## src/rtl/micro_datapath.sv

```systemverilog
`default_nettype none
// ============================================================================
//  Module   : micro_datapath
//  Purpose  : 4-bit accumulator datapath driven by decoded control strobes
//             C0-C12; A/B registers, 4-op ALU, Z/CY flags, OUT register.
//  Revision : 1.0  initial release
// ============================================================================
module micro_datapath (
    input  logic       sys_clk,
    input  logic       sys_rst,
    input  logic       C0,
    input  logic       C1,
    input  logic       C2,
    input  logic       C3,
    input  logic       C4,
    input  logic       C5,
    input  logic       C6,
    input  logic       C7,
    input  logic       C8,
    input  logic       C9,
    input  logic       C10,
    input  logic       C11,
    input  logic       C12,
    input  logic [3:0] data_in,
    output logic       flag,
    output logic [3:0] data_out,
    output logic       out_valid
);

    localparam logic [1:0] c_ALU_ADD = 2'b00;
    localparam logic [1:0] c_ALU_SUB = 2'b01;
    localparam logic [1:0] c_ALU_AND = 2'b10;
    localparam logic [1:0] c_ALU_XOR = 2'b11;

    logic [3:0] r_a;
    logic [3:0] r_b;
    logic [3:0] r_out;
    logic       r_z;
    logic       r_cy;
    logic       r_out_valid;

    logic [1:0] w_alu_sel;
    logic [4:0] w_sum;
    logic [4:0] w_diff;
    logic [3:0] w_alu_res;
    logic       w_alu_cy;
    logic       w_alu_z;
    logic [3:0] w_a_next;
    logic [3:0] w_b_next;
    logic       w_swap_ok;

    assign w_alu_sel = {C4, C3};
    assign w_sum     = {1'b0, r_a} + {1'b0, r_b};
    // Bit 4 of the 5-bit difference is set exactly when A < B (borrow).
    assign w_diff    = {1'b0, r_a} - {1'b0, r_b};

    always_comb begin
        w_alu_res = 4'd0;
        w_alu_cy  = 1'b0;
        case (w_alu_sel)
            c_ALU_ADD: begin
                w_alu_res = w_sum[3:0];
                w_alu_cy  = w_sum[4];
            end
            c_ALU_SUB: begin
                w_alu_res = w_diff[3:0];
                w_alu_cy  = w_diff[4];
            end
            c_ALU_AND: w_alu_res = r_a & r_b;
            c_ALU_XOR: w_alu_res = r_a ^ r_b;
            default: begin
                w_alu_res = 4'd0;
                w_alu_cy  = 1'b0;
            end
        endcase
    end

    assign w_alu_z = (w_alu_res == 4'd0);

    // A swap only reaches B when it also wins the A priority chain.
    assign w_swap_ok = C10 && !(C6 || C0 || C2);

    always_comb begin
        w_a_next = r_a;
        if (C6)
            w_a_next = 4'd0;
        else if (C0)
            w_a_next = data_in;
        else if (C2)
            w_a_next = w_alu_res;
        else if (C10)
            w_a_next = r_b;
        else if (C7)
            w_a_next = r_a + 4'd1;
        else if (C8)
            w_a_next = {r_a[2:0], 1'b0};
        else if (C9)
            w_a_next = {1'b0, r_a[3:1]};
    end

    always_comb begin
        w_b_next = r_b;
        if (C1)
            w_b_next = data_in;
        else if (w_swap_ok)
            w_b_next = r_a;
    end

    always_ff @(posedge sys_clk) begin
        if (sys_rst) begin
            r_a         <= 4'd0;
            r_b         <= 4'd0;
            r_out       <= 4'd0;
            r_z         <= 1'b0;
            r_cy        <= 1'b0;
            r_out_valid <= 1'b0;
        end else begin
            r_a         <= w_a_next;
            r_b         <= w_b_next;
            r_out_valid <= C5;
            if (C5)
                r_out <= r_a;
            if (C12) begin
                r_z  <= w_alu_z;
                r_cy <= w_alu_cy;
            end
        end
    end

    assign flag      = C11 ? r_cy : r_z;
    assign data_out  = r_out;
    assign out_valid = r_out_valid;

endmodule
`default_nettype wire

```

## config.mk

```make
export PLATFORM = sky130hd
export DESIGN_NAME = micro_datapath
export DESIGN_NICKNAME = d
export VERILOG_FILES = /design/src/rtl/micro_datapath.sv
export SDC_FILE = /design/constraint.sdc
export NUM_CORES = 1
export LEC_CHECK = 0
export ABC_AREA = 1
export CORE_ASPECT_RATIO = 1.1
export CORE_MARGIN = 2
export CORE_UTILIZATION = 30
export CTS_BUF_LIST = sky130_fd_sc_hd__clkbuf_8
export CTS_CLUSTER_DIAMETER = 200
export DETAILED_ROUTE_END_ITERATION = 7
export GPL_TIMING_DRIVEN = 1
export PLACE_DENSITY_LB_ADDON = 0.1
export REMOVE_ABC_BUFFERS = 1
export SYNTH_ARGS = -nofsm -noshare
export SYNTH_HDL_FRONTEND = slang
export SYNTH_SLANG_ARGS = --single-unit
```

## constraint.sdc

```tcl
create_clock -name sys_clk -period 2 [get_ports sys_clk]
set_clock_uncertainty 0.05 [all_clocks]
set_input_delay 0.3 -clock sys_clk [delete_from_list [all_inputs] [get_ports sys_clk]]
set_output_delay 0.3 -clock sys_clk [all_outputs]
set_load 0.02 [all_outputs]
```

Yosys cells after proc, flatten, opt, wreduce, memory -nomap -nowiden
Cells that the tools add are included.
{"block": "totals", "ff_bits": 15, "output_inout_bits": 6, "elab_cells": 34}
{"block": "op_classes", "addsub": 3, "eq_ne": 3, "mux": 11, "bitwise": 2, "n_reduce_logical": 9}
{"op": "$mux 4", "count": 8}
{"op": "$pmux 4 s4", "count": 1}
{"op": "$reduce_bool 6->1", "count": 1}
{"op": "$add 4x4->5", "count": 1}
{"op": "$sub 4x4->5", "count": 1}
{"op": "$add 4x1->4 const B", "count": 1}
{"op": "$and 4x4->4", "count": 1}
{"op": "$eq 2x2->1 const B", "count": 2}
{"op": "$logic_not 4->1", "count": 1}
{"op": "$xor 4x4->4", "count": 1}
{"op": "$eq 2x1->1 const B", "count": 1}
{"op": "$logic_not 2->1", "count": 1}
{"op": "$logic_or 1x1->1", "count": 2}
{"op": "$pmux 1 s2", "count": 1}
{"op": "$reduce_bool 2->1", "count": 1}
{"op": "$reduce_or 2->1", "count": 1}
{"op": "$logic_and 1x1->1", "count": 1}
{"op": "$logic_not 1->1", "count": 1}
{"op": "$mux 1", "count": 1}

Longest topological paths before layout
Gate-level depths: netlist (run 1).
{"block": "depth", "word_depth": 6, "mapped_depth": 13, "depth_no_buf": 13}

Worst setup path after synthesis (run 1)
OpenSTA, ideal clock, no wires.
{"block": "synth_timing", "kind": "register -> register", "from": "register r_a[0]", "to": "register r_z", "setup_ns": 0.066, "arrival_ns": 1.661, "required_ns": 1.884, "path_slack_ns": 0.223, "path_stages_with_launch": 12, "n_path_buf": 0, "period_less_slack_ns": 1.777, "cell_sequence": "dfxtp_1 inv_1 ha_1 inv_1 fa_1 o21ai_1 nand3_1 nand2_1 nand2_1 nor2_1 nand2_1 a21oi_2"}
{"block": "synth_via", "elab_chain_cells": 3, "word_cells_on_any_way": 6, "cone_classes": "add/sub: 2; mux: 1; bitwise: 2; reduce/logical: 1"}
{"element": "start, declared", "line": "35", "rtl": "logic [3:0] r_a;"}
{"element": "start signal, assigned", "line": "118", "rtl": "r_a <= w_a_next;"}
{"element": "$sub 4x4->5, or another cell as far along", "line": "55", "rtl": "assign w_diff = {1'b0, r_a} - {1'b0, r_b};"}
{"element": "$pmux 4 s4 (*)", "line": "60", "rtl": "case (w_alu_sel)"}
{"element": "$logic_not 4->1 (*)", "line": "78", "rtl": "assign w_alu_z = (w_alu_res == 4'd0);"}
{"element": "end signal, assigned", "line": "124", "rtl": "r_z <= w_alu_z;"}
{"element": "end, declared", "line": "38", "rtl": "logic r_z;"}
Every way passes the cells marked *; elsewhere a longest branch is shown, timed or not.
A chain may end at the register's enable or synchronous reset.

Worst setup path in the final report (run 1)
Ends and elaborated chain as after synthesis.

==> run metrics, run 1 <==
crit path max fanout 5; largest net degree at the start of global routing 10; Tot Pwr roughly 840 uW; final net count about 250; most used cell, CP nand2_1; layout cells sized above 1 8.145%; Peak supply drop about 0.44 mV; die width about 64 um; maxcap violations 0; crit end category flip-flop; CTS H-tree depth 1; I/O pin total 25; port bufs 24; WL/cell around 13 um; clk buf depth 2; DR vias/cell between 4 and 5; vias in the first global route ~1,300; cells after synthesis between 150 and 200; Int Power between 500 and 600 uW; Hold Path Class flip-flop to flip-flop; Worst Hold End r_z; worst path bufs/invs 2; Post-CTS Hold Fix Bufs 0; Hold Slack approximately 0.44 ns; CP Launch Type flip-flop; cell family with most CP delay adder cells; DIE AREA roughly 4500 um2; worst hold path depth 2; Worst Setup SP r_a[0]; Worst Tran Pin Value 0.2883 ns; leakage roughly 0.76 nW; Top FF cell, synth dfxtp_1; Tmin final 1.884 ns; Post-DP HPWL 2865 um; Post-DP Area roughly 1500 um2; antenna cells 0; Layout Area Growth over Synthesis 31.83%; Hold Violations, Final 0; Worst path max stage delay approximately 0.42 ns; synth unique cells 22; WL final ~3500 um; Worst EP required 2.13 ns; GRT Overall Usage between 10% and 20%; Initial DRT Pass Iterations 4; Synth area leader dfxtp_1; crit path kind flip-flop to flip-flop; number of DRC markers in iteration 0 68; first-pass GRT wire length just under 6000 um; ANT nets after route 0; non-filler instance count after layout approximately 270; Final GP Congestion 0.8620; Design Area, Final ~1600 um2; RSZ-0062 raised after global routing false; Clock Latency Late Sink approximately 0.25 ns; EDFF count, synth 0; worst relative slew slack roughly 81%; Hold Path Origin r_z; top cell type's share of synthesized area between 20% and 30%; Comb power frac between 30 and 40%; setup TNS 0 ns; switching part of the total roughly a third; Seq pwr share between 30% and 40%; Post-Syn Area about 1200 um2; Seq/Total Area, Yosys ~25%; dpl cells between 200 and 300; initial antenna violation count 0; final core occ between 40% and 50%; fmax roughly 0.53 GHz; Clock transition at path regs about 0.07 ns; flop2flop setup slack 0.12 ns; largest cells by area after synthesis dfxtp_1 (25%), nand2_1 (13%), a21oi_1 (11%); Post-CTS Resized 0; via count between 1,000 and 1,500; dominant cell by count in the synthesized netlist nand2_1; clock group share of total power 29.5%; final setup fails 0; Synthesis Warnings 0; RR Startpoint r_a[0]; most instantiated cells after synthesis nand2_1 (40), a21oi_1 (27), inv_1 (27); Worst Reg-to-Reg Cells 11; Die Y approximately 70 um; CP cell instances inv_2 > ha_1 > inv_1 > fa_1 > o21ai_1 > nand3_1 > nand2_1 > nand2_1 > nor2_1 > nand2_1 > a21oi_2; DRC viols 0; switching power 276.5 uW; # rows 24; Mapped Avg Cell Area between 6 and 7 um2; # clock sinks 15; Starting Density between 30% and 40%; Final WS setup approximately 0.12 ns; gr ovfl total 0; status completed; reg-to-reg critical path endpoint r_z; fin. max-slew vios 0; Core Area about 3900 um2; CTS root buffer clkbuf_8; CP arrival 2.02 ns; CTS tree done; fin crit share 94.21%; Power Dens Cells roughly 540 nW/um2; register bit total from synthesis 15; asr flop ratio synth 0%; CP max stage cell fa_1; pre-CTS setup slack ~0.023 ns; Inserted Clock Buffers 3; setup bufs post-CTS 0
cell usage in the layout (no fill, tap or decap), types with 2 or more instances in the layout:
master	count
inv_2	4
nand3b_1	2
clkbuf_8	3
a21oi_1	27
nand2_1	40
dfxtp_2	2
clkdlybuf4s50_1	23
nand3_1	17
inv_1	27
a31oi_1	2
o21ai_0	16
nor2_1	20
ha_1	9
buf_4	4
dfxtp_1	13
routing by layer:
layer  global-route usage [%]  vias to the layer above  part of all wire, %  routed length, um
met4                    3.310                        0                  1.6                 57
met2                    27.55                       41                   48               1686
met3                    3.543                        7                  5.6                197
met1                    21.40                      604                   45               1564
met5                        0                        -                    0                  0
li1                         -                      684                    -                  -
flip-flops by register name, summed over array words and instances (netlist names):
signal,count
r_z,1
r_b,4
r_cy,1
r_a,4
data_out,4
out_valid,1
worst max path at each step:
stage	slack, ns	depth (start not counted)	end
floorplan	0.22	11	r_z
global placement	0.04	3	flag
detailed placement	0.02	11	r_z
CTS	0.008	11	r_z
global route	0.02	13	r_a[2]
finish	0.12	11	r_z
final cells by class:
class	instances	area, um2
Clock buffer	3	41.29
Clock inverter	1	3.754
Fill cell	422	2328
Inverter	30	112.6
Multi-Input combinational cell	144	777.0
Sequential cell	15	302.8
Tap cell	52	65.06
Timing Repair Buffer	28	272.8
worst register-to-register path: stages, from the launching register on:
cell	delay (ns)
dfxtp_2	0.38
inv_2	0.05
ha_1	0.19
inv_1	0.09
fa_1	0.42
o21ai_1	0.14
nand3_1	0.12
nand2_1	0.08
nand2_1	0.04
nor2_1	0.07
nand2_1	0.07
a21oi_2	0.11
cell families (layout without fill, tap and decap cells):
group / Yosys count / after routing / synth area share (%)
multiplexers: 1 / 1 / 0.9423
buffers and inverters: 32 / 62 / 10.05
AND/OR/NAND/NOR: 82 / 82 / 28.80
AO/OA/AOI/OAI: 50 / 50 / 22.30
adder cells (fa/ha/maj): 11 / 11 / 12.78
flip-flops: 15 / 15 / 25.13
power by group through the flow:
stage / Combinational, mW / Sequential (mW) / Clock [mW]
after global placement: 0.255 / 0.341 / 0
after CTS: 0.258 / 0.335 / 0.253
after global routing: 0.290 / 0.339 / 0.266
after detailed placement: 0.257 / 0.342 / 0
after floorplan: 0.139 / 0.345 / 0
final: 0.259 / 0.336 / 0.249
Power figures use the tool's default switching activity.
==> run 2, diff against run 1 <==
CORE_ASPECT_RATIO = not set   (was 1.1)
CORE_MARGIN = 3   (was 2)
==> run 2 against run 1 <==
Sequential cell count unchanged. Count of clock-buffer cells in the layout unchanged. Hold slack got worse by 0.016 ns. Via count decreased by 1.7%. Highest routed layer unchanged.
==> run metrics, run 2 (synthesized netlist as in run 1, its figures left out) <==
Initial DRT Pass Iterations 4; reg-to-reg critical path endpoint r_a[2]; Worst path max stage delay around 0.41 ns; Worst EP required 2.10 ns; I/O pin total 25; RR Startpoint r_a[0]; CTS root buffer clkbuf_8; Hold Violations, Final 0; die width between 60 and 70 um; fin crit share a little over nine tenths; WL final ~3400 um; Inserted Clock Buffers 3; CP arrival 1.97 ns; top sig layer met4; antenna cells 0; Worst Tran Pin Value around 0.32 ns; fmax 0.5338 GHz; crit end category flip-flop; Hold Slack about 0.42 ns; Power Dens Cells 527.5 nW/um2; CTS tree done; Hold Path Class flip-flop to flip-flop; GRT Overall Usage roughly 14%; final core occ 42.78%; clk buf depth 2; Post-DP HPWL ~2800 um; Worst Reg-to-Reg Cells 9; # clock sinks 15; initial antenna violation count 0; DR WL met3 approximately 160 um; fillers 420; most common cell after layout, fill and taps aside nand2_1; worst hold path depth 2; Tot Pwr 844.8 uW; cell family with most CP delay simple AND/OR/NAND/NOR gates; fin. max-slew vios 0; Final GP Congestion 0.8038; final setup fails 0; Design Area, Final ~1600 um2; WL/cell approximately 12 um; worst relative slew slack 78.70%; DIE AREA around 4800 um2; CP max stage cell fa_1; RSZ-0062 raised after global routing false; Peak supply drop 0.3695 mV; ANT nets after route 0; Starting Density a little under a third; Core Area ~3700 um2; worst path bufs/invs 1; Clock Latency Late Sink roughly 0.25 ns; # rows 22; first-pass GRT wire length between 5000 and 6000 um; met2 routed WL 1501 um; status completed; crit path kind flip-flop to flip-flop; CP cell instances ha_1 > fa_1 > or2_0 > nand3_1 > nand3b_1 > nand2_1 > nand3_1 > nand2_1 > inv_1; maxcap violations 0; largest net degree at the start of global routing 10; vias in the first global route roughly 1,300; Post-DP Area 1525 um2; Clock transition at path regs ~0.06 ns; Worst Hold End r_z; CTS H-tree depth 1; number of DRC markers in iteration 0 31; final net count approximately 250; wire length on met1 between 1500 and 2000 um; layout cells sized above 1 between 10% and 20%; gr ovfl total 0; leakage approximately 0.77 nW; port bufs 24; leading cell types in the layout, fill and taps excluded nand2_1 (40), a21oi_1 (27), inv_1 (25); DR vias/cell slightly below 5; setup TNS 0 ns; Tmin final ~1.9 ns; Die Y 69.11 um; DRC viols 0; crit path max fanout 5; Hold Path Origin r_z; via count 1,313; flop2flop setup slack about 0.13 ns; CP Launch Type flip-flop; Layout Area Growth over Synthesis 34.03%
[run 2: worst register-to-register path: cells and delay by family, from the launching register on]
family	cells	cell delay, ns
DFF	1	0.36
buffers and inverters	1	0.03
and+or+nand+nor	6	0.70
adders and majority gates	2	0.65
[run 2: timing repair]
action,in CTS,in global routing
setup endpoints to repair,0,2
hold buffers,0,0
gates resized for setup,0,9
setup buffers,0,1
[run 2: worst max path at each step]
stage / depth (start not counted) / slack [ns] / end / start
4_1_cts: 3 / 0.02 / flag / C11
3_3_place_gp: 3 / 0.02 / flag / C11
5_1_grt: 11 / 0.003 / r_z / r_a[0]
6_report: 9 / 0.13 / r_a[2] / r_a[0]
3_5_place_dp: 3 / 0.02 / flag / C11
2_1_floorplan: 11 / 0.22 / r_z / r_a[0]
[run 2: stage by stage]
step,instances,worst slack (ns)
2_1_floorplan,189,0.2231
3_3_place_gp,266,0.01583
3_5_place_dp,266,0.02231
4_1_cts,270,0.01813
5_1_grt,271,0.003272
6_report,271,0.1266
[run 2: final cells by class]
class	count	area, um2	area share, %
multi-input combinational	144	789.5	49.30
sequential	15	305.3	19.06
timing repair buffer	30	287.8	17.97
inverter	30	112.6	7.031
tap	48	60.06	3.750
clock buffer	3	41.29	2.578
clock inverter	1	5.005	0.3125
[run 2: where the power goes]
part           internal [mW]  total (mW)  switching (mW)
Sequential             0.318       0.335          0.0173
Combinational          0.118       0.265           0.147
Clock                  0.138       0.245           0.108
Total                  0.573       0.845           0.272
[run 2: per-layer routing]
metal,vias up,track usage (%)
met5,-,0
met4,0,1.952
met3,6,3.790
met2,34,23.62
met1,583,19.57
li1,690,-
